--- config.mk ---
export PLATFORM = sky130hd
export DESIGN_NAME = tournament_ghr_bp
export DESIGN_NICKNAME = d
export VERILOG_FILES = /design/src/rtl/bp_pkg.sv /design/src/rtl/sat_ctr_table.sv /design/src/rtl/tournament_ghr_bp.sv
export SDC_FILE = /design/constraint.sdc
export NUM_CORES = 2
export LEC_CHECK = 0
export CAP_MARGIN = 40
export CORE_UTILIZATION = 55
export DETAILED_ROUTE_END_ITERATION = 6
export PLACE_DENSITY = 0.69
export SETUP_SLACK_MARGIN = 0.15
export SYNTH_ARGS = -nofsm -noshare
export SYNTH_HDL_FRONTEND = slang
export SYNTH_SLANG_ARGS = --single-unit
--- constraint.sdc ---
create_clock -name clk_i -period 18.6 [get_ports clk_i]
set_clock_uncertainty 0.15 [all_clocks]
set_input_delay 3.72 -clock clk_i [delete_from_list [all_inputs] [get_ports clk_i]]
set_output_delay 3.72 -clock clk_i [all_outputs]
set_load 0.03 [all_outputs]
--- src/rtl/bp_pkg.sv ---
// Shared types and counter helpers for the tournament branch predictor.
// Struct fields are sized for the largest supported configuration; modules use the low bits.
package bp_pkg;

   localparam int unsigned BP_MAX_IDX = 16;
   localparam int unsigned BP_MAX_CTR = 4;
   localparam int unsigned BP_MAX_GHR = 16;

   // Accepted update plus the counter values it read (already bypassed)
   typedef struct packed {
      logic                  taken;
      logic                  gtaken;
      logic                  ltaken;
      logic [BP_MAX_IDX-1:0] gidx;
      logic [BP_MAX_IDX-1:0] lidx;
      logic [BP_MAX_CTR-1:0] gctr;
      logic [BP_MAX_CTR-1:0] lctr;
      logic [BP_MAX_CTR-1:0] cctr;
   } bp_upd_t;

   typedef struct packed {
      logic [BP_MAX_GHR-1:0] ghr;
      logic                  gtaken;
      logic                  ltaken;
   } bp_pred_meta_t;

   function automatic logic [BP_MAX_CTR-1:0] ctr_init(input int unsigned bits);
      return BP_MAX_CTR'((1 << (bits - 1)) - 1);
   endfunction

   function automatic logic [BP_MAX_CTR-1:0] ctr_step(input logic [BP_MAX_CTR-1:0] ctr,
                                                      input logic up,
                                                      input int unsigned bits);
      logic [BP_MAX_CTR-1:0] top;
      top = BP_MAX_CTR'((1 << bits) - 1);
      if (up) return (ctr == top) ? ctr : ctr + 1'b1;
      return (ctr == '0) ? ctr : ctr - 1'b1;
   endfunction

endpackage

--- src/rtl/sat_ctr_table.sv ---
// Array of saturating counters: several combinational read ports, one write port,
// and a clear port that takes priority over the write port.
module sat_ctr_table
   import bp_pkg::*;
#(
   parameter int unsigned ENTRIES  = 256,
   parameter int unsigned CTR_BITS = 2,
   parameter int unsigned N_RD     = 3
) (
   input  logic                                    clk_i,
   input  logic [N_RD-1:0][$clog2(ENTRIES)-1:0]    rd_idx_i,
   output logic [N_RD-1:0][CTR_BITS-1:0]           rd_data_o,
   input  logic                                    wr_en_i,
   input  logic [$clog2(ENTRIES)-1:0]              wr_idx_i,
   input  logic [CTR_BITS-1:0]                     wr_data_i,
   input  logic                                    clr_en_i,
   input  logic [$clog2(ENTRIES)-1:0]              clr_idx_i
);

   localparam logic [BP_MAX_CTR-1:0] CLR_WIDE = ctr_init(CTR_BITS);
   localparam logic [CTR_BITS-1:0]   CLR_VAL  = CLR_WIDE[CTR_BITS-1:0];

   logic [CTR_BITS-1:0] mem_q [ENTRIES];

   always_ff @(posedge clk_i) begin
      if (clr_en_i) begin
         mem_q[clr_idx_i] <= CLR_VAL;
      end else if (wr_en_i) begin
         mem_q[wr_idx_i] <= wr_data_i;
      end
   end

   always_comb begin
      for (int unsigned i = 0; i < N_RD; i++) begin
         rd_data_o[i] = mem_q[rd_idx_i[i]];
      end
   end

endmodule

--- src/rtl/tournament_ghr_bp.sv ---
// Tournament predictor: gshare-style global PHT, PC-indexed local PHT and chooser,
// speculative global history, and a two-stage read/write update pipeline.
module tournament_ghr_bp
   import bp_pkg::*;
#(
   parameter int unsigned VLEN            = 64,
   parameter int unsigned INSTR_PER_FETCH = 2,
   parameter int unsigned GHR_BITS        = 8,
   parameter int unsigned ENTRIES         = 256,
   parameter int unsigned CTR_BITS        = 2
) (
   input  logic                       clk_i,
   input  logic                       rst_i,
   input  logic                       flush_bp_i,
   input  logic                       debug_mode_i,
   input  logic [VLEN-1:0]            vpc_i,
   input  logic                       pred_fire_i,
   input  logic                       pred_taken_i,
   output logic [INSTR_PER_FETCH-1:0] pred_valid_o,
   output logic [INSTR_PER_FETCH-1:0] pred_taken_o,
   output logic [GHR_BITS-1:0]        pred_ghr_o,
   output logic [INSTR_PER_FETCH-1:0] pred_gtaken_o,
   output logic [INSTR_PER_FETCH-1:0] pred_ltaken_o,
   input  logic                       upd_valid_i,
   output logic                       upd_ready_o,
   input  logic [VLEN-1:0]            upd_pc_i,
   input  logic                       upd_taken_i,
   input  logic                       upd_mispredict_i,
   input  logic [GHR_BITS-1:0]        upd_ghr_i,
   input  logic                       upd_gtaken_i,
   input  logic                       upd_ltaken_i
);

   localparam int unsigned IW  = $clog2(ENTRIES);
   localparam int unsigned NRD = INSTR_PER_FETCH + 1;
   localparam logic [0:0] ST_CLEAR = 1'b0;
   localparam logic [0:0] ST_RUN   = 1'b1;

   logic [0:0]          state_q, state_d;
   logic [IW-1:0]       clr_idx_q, clr_idx_d;
   logic [GHR_BITS-1:0] ghr_q, ghr_d;
   logic                s1_vld_q, s1_vld_d;
   bp_upd_t             s1_q, s1_d;

   logic [NRD-1:0][IW-1:0]       g_rd_idx, l_rd_idx;
   logic [NRD-1:0][CTR_BITS-1:0] g_rd, l_rd, c_rd;
   logic [IW-1:0]               u_lidx, u_gidx;
   logic [BP_MAX_CTR-1:0]       g_nxt, l_nxt, c_nxt;
   logic                        upd_take, wr_en, clr_en;
   logic                        unused_bits;

   assign unused_bits = ^{vpc_i[VLEN-1:IW+1], vpc_i[0], upd_pc_i[VLEN-1:IW+1], upd_pc_i[0]};

   assign u_lidx = upd_pc_i[IW:1];
   assign u_gidx = u_lidx ^ IW'(upd_ghr_i);

   // Slot i PC is vpc+2i, so its index is simply the base index plus i
   always_comb begin
      logic [IW-1:0] li;
      for (int unsigned i = 0; i < INSTR_PER_FETCH; i++) begin
         li          = vpc_i[IW:1] + IW'(i);
         l_rd_idx[i] = li;
         g_rd_idx[i] = li ^ IW'(ghr_q);
      end
      l_rd_idx[INSTR_PER_FETCH] = u_lidx;
      g_rd_idx[INSTR_PER_FETCH] = u_gidx;
   end

   always_comb begin
      for (int unsigned i = 0; i < INSTR_PER_FETCH; i++) begin
         pred_gtaken_o[i] = g_rd[i][CTR_BITS-1];
         pred_ltaken_o[i] = l_rd[i][CTR_BITS-1];
         pred_taken_o[i]  = c_rd[i][CTR_BITS-1] ? g_rd[i][CTR_BITS-1] : l_rd[i][CTR_BITS-1];
      end
   end

   assign pred_valid_o = {INSTR_PER_FETCH{state_q == ST_RUN}};
   assign pred_ghr_o   = ghr_q;
   assign upd_ready_o  = (state_q == ST_RUN);
   assign upd_take     = upd_valid_i & upd_ready_o & ~debug_mode_i & ~flush_bp_i;
   assign wr_en        = s1_vld_q & ~flush_bp_i;
   assign clr_en       = (state_q == ST_CLEAR);

   always_comb begin
      g_nxt = ctr_step(s1_q.gctr, s1_q.taken, CTR_BITS);
      l_nxt = ctr_step(s1_q.lctr, s1_q.taken, CTR_BITS);
      c_nxt = s1_q.cctr;
      if (s1_q.gtaken != s1_q.ltaken) begin
         c_nxt = ctr_step(s1_q.cctr, s1_q.gtaken == s1_q.taken, CTR_BITS);
      end
   end

   // Stage-1 read forwards the value stage 2 is writing this cycle
   always_comb begin
      s1_d        = s1_q;
      s1_d.taken  = upd_taken_i;
      s1_d.gtaken = upd_gtaken_i;
      s1_d.ltaken = upd_ltaken_i;
      s1_d.gidx   = BP_MAX_IDX'(u_gidx);
      s1_d.lidx   = BP_MAX_IDX'(u_lidx);
      s1_d.gctr   = (s1_vld_q && s1_q.gidx == BP_MAX_IDX'(u_gidx)) ? g_nxt
                                                                 : BP_MAX_CTR'(g_rd[INSTR_PER_FETCH]);
      s1_d.lctr   = (s1_vld_q && s1_q.lidx == BP_MAX_IDX'(u_lidx)) ? l_nxt
                                                                 : BP_MAX_CTR'(l_rd[INSTR_PER_FETCH]);
      s1_d.cctr   = (s1_vld_q && s1_q.lidx == BP_MAX_IDX'(u_lidx)) ? c_nxt
                                                                 : BP_MAX_CTR'(c_rd[INSTR_PER_FETCH]);
      s1_vld_d    = upd_take;
   end

   always_comb begin
      state_d   = state_q;
      clr_idx_d = clr_idx_q;
      ghr_d     = ghr_q;
      if (flush_bp_i) begin
         state_d   = ST_CLEAR;
         clr_idx_d = '0;
         ghr_d     = '0;
      end else if (state_q == ST_CLEAR) begin
         clr_idx_d = clr_idx_q + 1'b1;
         if (clr_idx_q == IW'(ENTRIES - 1)) state_d = ST_RUN;
      end else if (upd_take && upd_mispredict_i) begin
         ghr_d = {upd_ghr_i[GHR_BITS-2:0], upd_taken_i};
      end else if (pred_fire_i && !debug_mode_i) begin
         ghr_d = {ghr_q[GHR_BITS-2:0], pred_taken_i};
      end
   end

   always_ff @(posedge clk_i or posedge rst_i) begin
      if (rst_i) begin
         state_q   <= ST_CLEAR;
         clr_idx_q <= '0;
         ghr_q     <= '0;
         s1_vld_q  <= 1'b0;
      end else begin
         state_q   <= state_d;
         clr_idx_q <= clr_idx_d;
         ghr_q     <= ghr_d;
         s1_vld_q  <= s1_vld_d;
      end
   end

   always_ff @(posedge clk_i) begin
      if (upd_take) s1_q <= s1_d;
   end

   sat_ctr_table #(.ENTRIES(ENTRIES), .CTR_BITS(CTR_BITS), .N_RD(NRD)) u_gpht (
      .clk_i(clk_i), .rd_idx_i(g_rd_idx), .rd_data_o(g_rd),
      .wr_en_i(wr_en), .wr_idx_i(s1_q.gidx[IW-1:0]), .wr_data_i(g_nxt[CTR_BITS-1:0]),
      .clr_en_i(clr_en), .clr_idx_i(clr_idx_q)
   );

   sat_ctr_table #(.ENTRIES(ENTRIES), .CTR_BITS(CTR_BITS), .N_RD(NRD)) u_lpht (
      .clk_i(clk_i), .rd_idx_i(l_rd_idx), .rd_data_o(l_rd),
      .wr_en_i(wr_en), .wr_idx_i(s1_q.lidx[IW-1:0]), .wr_data_i(l_nxt[CTR_BITS-1:0]),
      .clr_en_i(clr_en), .clr_idx_i(clr_idx_q)
   );

   sat_ctr_table #(.ENTRIES(ENTRIES), .CTR_BITS(CTR_BITS), .N_RD(NRD)) u_chooser (
      .clk_i(clk_i), .rd_idx_i(l_rd_idx), .rd_data_o(c_rd),
      .wr_en_i(wr_en), .wr_idx_i(s1_q.lidx[IW-1:0]), .wr_data_i(c_nxt[CTR_BITS-1:0]),
      .clr_en_i(clr_en), .clr_idx_i(clr_idx_q)
   );

endmodule

### Yosys cells after proc, flatten, opt, wreduce, memory -nomap -nowiden

Memory sizes are Yosys's and may differ from the RTL's. A register that Yosys moved wholly into a read port is not among the register bits.
Index checks and enable logic that the tools add are counted.

| operators by class | value |
|---|---|
| add/subtract/negate cells | 8 |
| eq/ne operators | 16 |
| muxes and demuxes | 40 |
| bitwise operators | 9 |
| reduce and logical (&&, ||, !) cells | 17 |

Operators by type and width:

| cell | count |
|---|---|
| 8-bit 2-to-1 mux | 9 |
| 4-bit 2-to-1 mux | 13 |
| 8-bit bitwise XOR | 3 |
| 8-bit by 1-bit adder with 8-bit output, second input constant | 2 |
| 8-bit equality test | 2 |
| 1-bit 2-to-1 mux | 15 |
| 4-bit by 1-bit adder with 4-bit output, second input constant | 3 |
| 4-bit by 2-bit equality test with 1-bit output, second input constant | 3 |
| 4-bit logical NOT | 3 |
| 4-bit inequality test, second input constant | 3 |
| 4-bit by 1-bit subtractor with 4-bit output, second input constant | 3 |
| 3-bit inequality test, second input constant | 3 |
| 8-bit equality test, second input constant | 1 |
| 2-bit 2-to-1 mux | 3 |
| 3-bit AND reduction | 2 |
| 2-bit OR reduction | 3 |
| 1-bit bitwise AND | 4 |
| 1-bit logical AND | 4 |
| 2-bit inequality test, second input constant | 2 |
| 4-bit AND reduction | 1 |
| 3-bit nonzero test | 1 |
| 1-bit NOT | 2 |
| 2-bit AND reduction | 1 |
| 2-bit nonzero test | 1 |
| 3 further kinds | 3 |

| word-level totals | value |
|---|---|
| register bits after elaboration | 43 |
| RAM bits | 1,536 |
| output and inout bits | 17 |
| word-level logic and storage cells | 105 |
| memories | 3 |

Memories:

| memory | depth | bits a word | read ports | clocked after Yosys merged registers in | wr ports | RTL line | text |
|---|---|---|---|---|---|---|---|
| u_chooser.mem_q | 256 | 2 | 3 | 1 | 1 | sat_ctr_table.sv:23 | `logic [CTR_BITS-1:0] mem_q [ENTRIES];` |
| u_gpht.mem_q | 256 | 2 | 3 | 1 | 1 | sat_ctr_table.sv:23 |  |
| u_lpht.mem_q | 256 | 2 | 3 | 1 | 1 | sat_ctr_table.sv:23 |  |

### Longest topological paths before layout

| depth | value |
|---|---|
| depth in word-level cells | 7 |
| gate-level depth with buffers | 13 |
| mapped depth without buffers | 10 |

### Cells and area by module

From an unflattened synthesis, not the netlist that was laid out.

| second synthesis, totals | value |
|---|---|
| cell total of the unflattened synthesis | 6,333 |
| area, all modules | 91,983.2 µm² |

By module, submodules not included:

| module | instances | cells each | area each (µm²) | sequential area each (µm²) |
|---|---|---|---|---|
| sat_ctr_table | 3 | 2,018 | 29,658.4 | 15,374.7 |
| tournament_ghr_bp | 1 | 279 | 3,007.9 | 1,381.3 |

### Worst setup path before layout

Ideal clock, no wire load.

| path | value |
|---|---|
| path type | input to register |
| from | in flush_bp_i |
| to | mem u_gpht.mem_q[0][1] (data pin) |
| library setup time | 2.255 ns |
| arrival | 14.958 ns |
| data required time | 16.195 ns |
| slack | 1.237 ns |
| cell stages on the path | 5 |
| path buffers | 3 |
| cell sequence | clkbuf_1 -> nand3b_1 -> clkbuf_1 -> clkbuf_1 -> a211oi_1 |

| between the ends | value |
|---|---|
| cells in the longest elaborated chain, start to end | 7 |

RTL lines:

| element | RTL line | text |
|---|---|---|
| start: declaration | tournament_ghr_bp.sv:14 | `input logic flush_bp_i,` |
| 1-bit NOT | tournament_ghr_bp.sv:81 | `assign wr_en = s1_vld_q & ~flush_bp_i;` |
| 1-bit bitwise AND | tournament_ghr_bp.sv:81 |  |
| 1-bit 2-to-1 mux | sat_ctr_table.sv:28 | `end else if (wr_en_i) begin` |
| 1-bit 2-to-1 mux | sat_ctr_table.sv:26 | `if (clr_en_i) begin` |
| 1-bit 2-to-1 mux (not written as such) | sat_ctr_table.sv:29 | `mem_q[wr_idx_i] <= wr_data_i;` |
| 2-bit OR reduction (no source line) | n/a |  |
| 2-bit 2-to-1 mux (no source line) | n/a |  |
| end: declaration | sat_ctr_table.sv:23 |  |

Every way passes these cells.

### Final worst setup path

| path | value |
|---|---|
| from | in vpc_i[1] |
| to | out pred_taken_o[0] |

| between the ends | value |
|---|---|
| cells in the longest elaborated chain, start to end | 3 |

RTL lines:

| element | RTL line | text |
|---|---|---|
| start: declaration | tournament_ghr_bp.sv:16 | `input logic [VLEN-1:0] vpc_i,` |
| 8-bit bitwise XOR | tournament_ghr_bp.sv:63 | `g_rd_idx[i] = li ^ IW'(ghr_q);` |
| memory 256 x 2 bit | n/a |  |
| 1-bit 2-to-1 mux (*) | tournament_ghr_bp.sv:73 | `pred_taken_o[i] = c_rd[i][CTR_BITS-1] ? g_rd[i][CTR_BITS-1] : l_rd[i][CTR_BITS-1];` |
| end: declaration | tournament_ghr_bp.sv:20 | `output logic [INSTR_PER_FETCH-1:0] pred_taken_o,` |

Every way passes the cells marked *; elsewhere a longest branch is shown, timed or not.

==> summary.txt <==
Run status
  • Status: complete, but fails checks
  • Failing checks: design-rule violations

Routing
  • DR pass1 iterations: 7
  • Routed met2 length: 100 mm
  • Via count: 45500
  • Initial DRC count: 6706
  • Final wirelength: 218 mm
  • DRC errors left: 5
  • Vias per std cell: 7.17
  • Uppermost layer routed: met5
  • Metal-1 WL: 81.8 mm
  • Average wire per standard cell: 34.4 microns
  • Final ANT Viol Nets: 0
  • Met3 routed wirelength: 28.4 mm

Floorplan
  • Std-Cell Rows: 137
  • CORE AREA: 139000 sq um
  • Num ports: 164
  • Die width: 377 microns
  • Die area: 142000 sq um
  • Initial Util: 0.554
  • Die Y: 377 microns

Worst hold path
  • Hold/Removal Path Class: reg2reg

Clock network
  • Cts repair resizes: 0
  • CTS Hold Bufs: 0
  • CTS clk-pin slew, worst paths: 0.06 ns
  • CTS tree: yes
  • Clock tree buffer depth: 3
  • Clk Latency, worst-skew pair: 0.80 ns
  • Root Buffer: clkbuf_16
  • Post-CTS Setup Inserts: 0
  • TritonCTS Buffers: 166
  • Clock Sink Count: 1585
  • H-tree levels: 4

Global routing
  • Initial antenna violation count: 6
  • Total gr overflow: 0
  • Total GRT Usage: 0.312
  • First-pass GRT wire length: 315 mm
  • Pin count of the biggest net entering global routing: 258
  • Vias in the first global route: 44300

Synthesis
  • Post-Syn Area: 77200 sq um
  • Largest cells by area after synthesis: edfxtp_1, mux4_2, nor2_1
  • Synth Net Count: 4454
  • Synth Instances: 4298
  • Yosys reg bits: 1585
  • Share of the synthesized area in the top cell type: 0.609
  • Async SR Flop Fraction: 0.0114
  • Unique cell type count in the Yosys netlist: 72
  • Post-synth top flop: edfxtp_1
  • Cell taking the most area after synthesis: edfxtp_1
  • Post-synth EDFFs: 1567
  • Post-synthesis sequential area ratio: 0.615
  • Synth warnings: 0
  • Syn_area_per_cell: 18.0 sq um

Run
  • # Max-Cap Violations: 0

Critical path
  • Critical path type: in2out
  • CP Capture Type: output port
  • CP Data Arrival Time: 9.20 ns
  • Critical path launch point type: primary input
  • CP required: 14.73 ns
  • Crit-path max FO: 67

Layout
  • Nets@finish: 4482
  • Most common cell after layout, fill and taps aside: edfxtp_1
  • Synthesis-to-layout area growth: 11.0%
  • Layout cell share with drive strength beyond 1: 0.303
  • Final core utilization: 0.615
  • Commonest non-fill, non-tap cells in the layout: edfxtp_1, mux4_2, nor2_1, nand2_1, clkbuf_16

Placement
  • DP Worst Slack: 5.62 ns
  • Post-DP HPWL: 135 mm
  • IO buf count: 51
  • Final GP Congestion: 0.897

Pwr
  • Clk pwr share: 0.422
  • Pwr/cell area: 91.0 nW/um^2
  • Sw Ratio: 0.230
  • NetSw: 1.79 mW
  • Logic pwr share: 0.082
  • Internal: 6.01 mW
  • Flop pwr share: 0.497
  • Static Leakage: 29.3 nW
  • Worst VDD drop: 0.0800 mV

Timing
  • RSZ-0062 raised after global routing: no
  • Total negative slack: 0 ns
  • Final worst slack: 5.53 ns
  • Hold_ws: 0.443 ns
  • Least-Margin Pin Slew: 1.43 ns
  • Final hold viol count: 0
  • Setup violators final: 0
  • Slew headroom: 0.0462
  • Post-layout min period: 13.07 ns
  • Period utilisation layout: 0.703
  • Final Max Slew Viols: 0
  • Highest clock rate: 76.5 MHz
synthesized netlist by cell type (35+ instances only):
cell type and n:
nand3_1 54, a21oi_1 46, nor2_1 580, nand2_1 289, mux4_2 911, edfxtp_1 1567
buf_2 98, xnor2_1 40, xor2_1 35, mux2i_1 76, buf_1 35, clkbuf_1 177
power by group through the flow:
stage | logic [mW] | clock network, mW | registers [mW]
after floorplan | 0.404 | 0 | 3.95
after global placement | 0.615 | 0 | 3.95
after detailed placement | 0.627 | 0 | 3.95
after CTS | 0.629 | 3.32 | 3.87
after global routing | 0.656 | 3.44 | 3.87
final | 0.636 | 3.29 | 3.87
registers in the layout, indices dropped and copies added, names as in the netlist:
signal and cells:
s1_q 31, u_lpht.mem_q 512, u_chooser.mem_q 512, clr_idx_q 8, upd_ready_o 1, u_gpht.mem_q 512
s1_vld_q 1, pred_ghr_o 8
per-stage QoR:
stage	power, mW	std cells	instance area, sq um
2_1_floorplan	4.35	4298	77200
3_3_place_gp	4.56	6005	79800
3_5_place_dp	4.57	6032	80300
4_1_cts	7.82	6332	85600
5_1_grt	7.97	6336	85700
6_report	7.80	6340	85700
critical path, cell delays in order:
cell	delay [ns]
buf_8	0.51
buf_4	0.72
buf_4	0.64
mux4_2	0.60
mux4_2	0.54
mux4_2	0.57
a211oi_1	0.56
a21oi_1	0.32
nand2_1	0.15
o31ai_1	0.09
clkdlybuf4s50_1	0.63
cell families after synthesis:
logic type / after synthesis / share of synthesized area
xor+xnor: 79 / 0.00945
buf+inv: 356 / 0.0203
simple gates: 1042 / 0.0553
fa+ha+maj: 9 / 0.00146
flops: 1585 / 0.615
compound gates: 225 / 0.0201
mux: 1002 / 0.278
routing by layer:
layer,vias up,track usage
met1,23900,0.449
li1,17900,-
met3,462,0.0879
met2,3197,0.464
met4,6,0.104
met5,-,0.00309
final cells by class:
class	instances	area (sq um)
fillers	9809	53700
flip-flops and latches	1585	47500
multi-input cells	2357	28400
clock buffers	192	4340
well taps	1876	2350
repair buffers	195	1970
clock inverters	108	1010
inverters	21	86.3
diodes	6	15.0
final timing paths:
kind	from	slack (ns)	endpoint	depth (start not counted)
setup / recovery	vpc_i[1]	5.53	pred_taken_o[0]	11
hold / removal	pred_ghr_o[1]	0.44	pred_ghr_o[1]	2
setup reg to reg	s1_q[46]	14.29	u_gpht.mem_q[221][0]	7
hold reg to reg	pred_ghr_o[1]	0.44	pred_ghr_o[1]	2
max in group asynchronous	rst_i	14.55	clr_idx_q[4]	2
min in group asynchronous	rst_i	3.24	s1_vld_q	2
(Power assumes the default switching activity.)
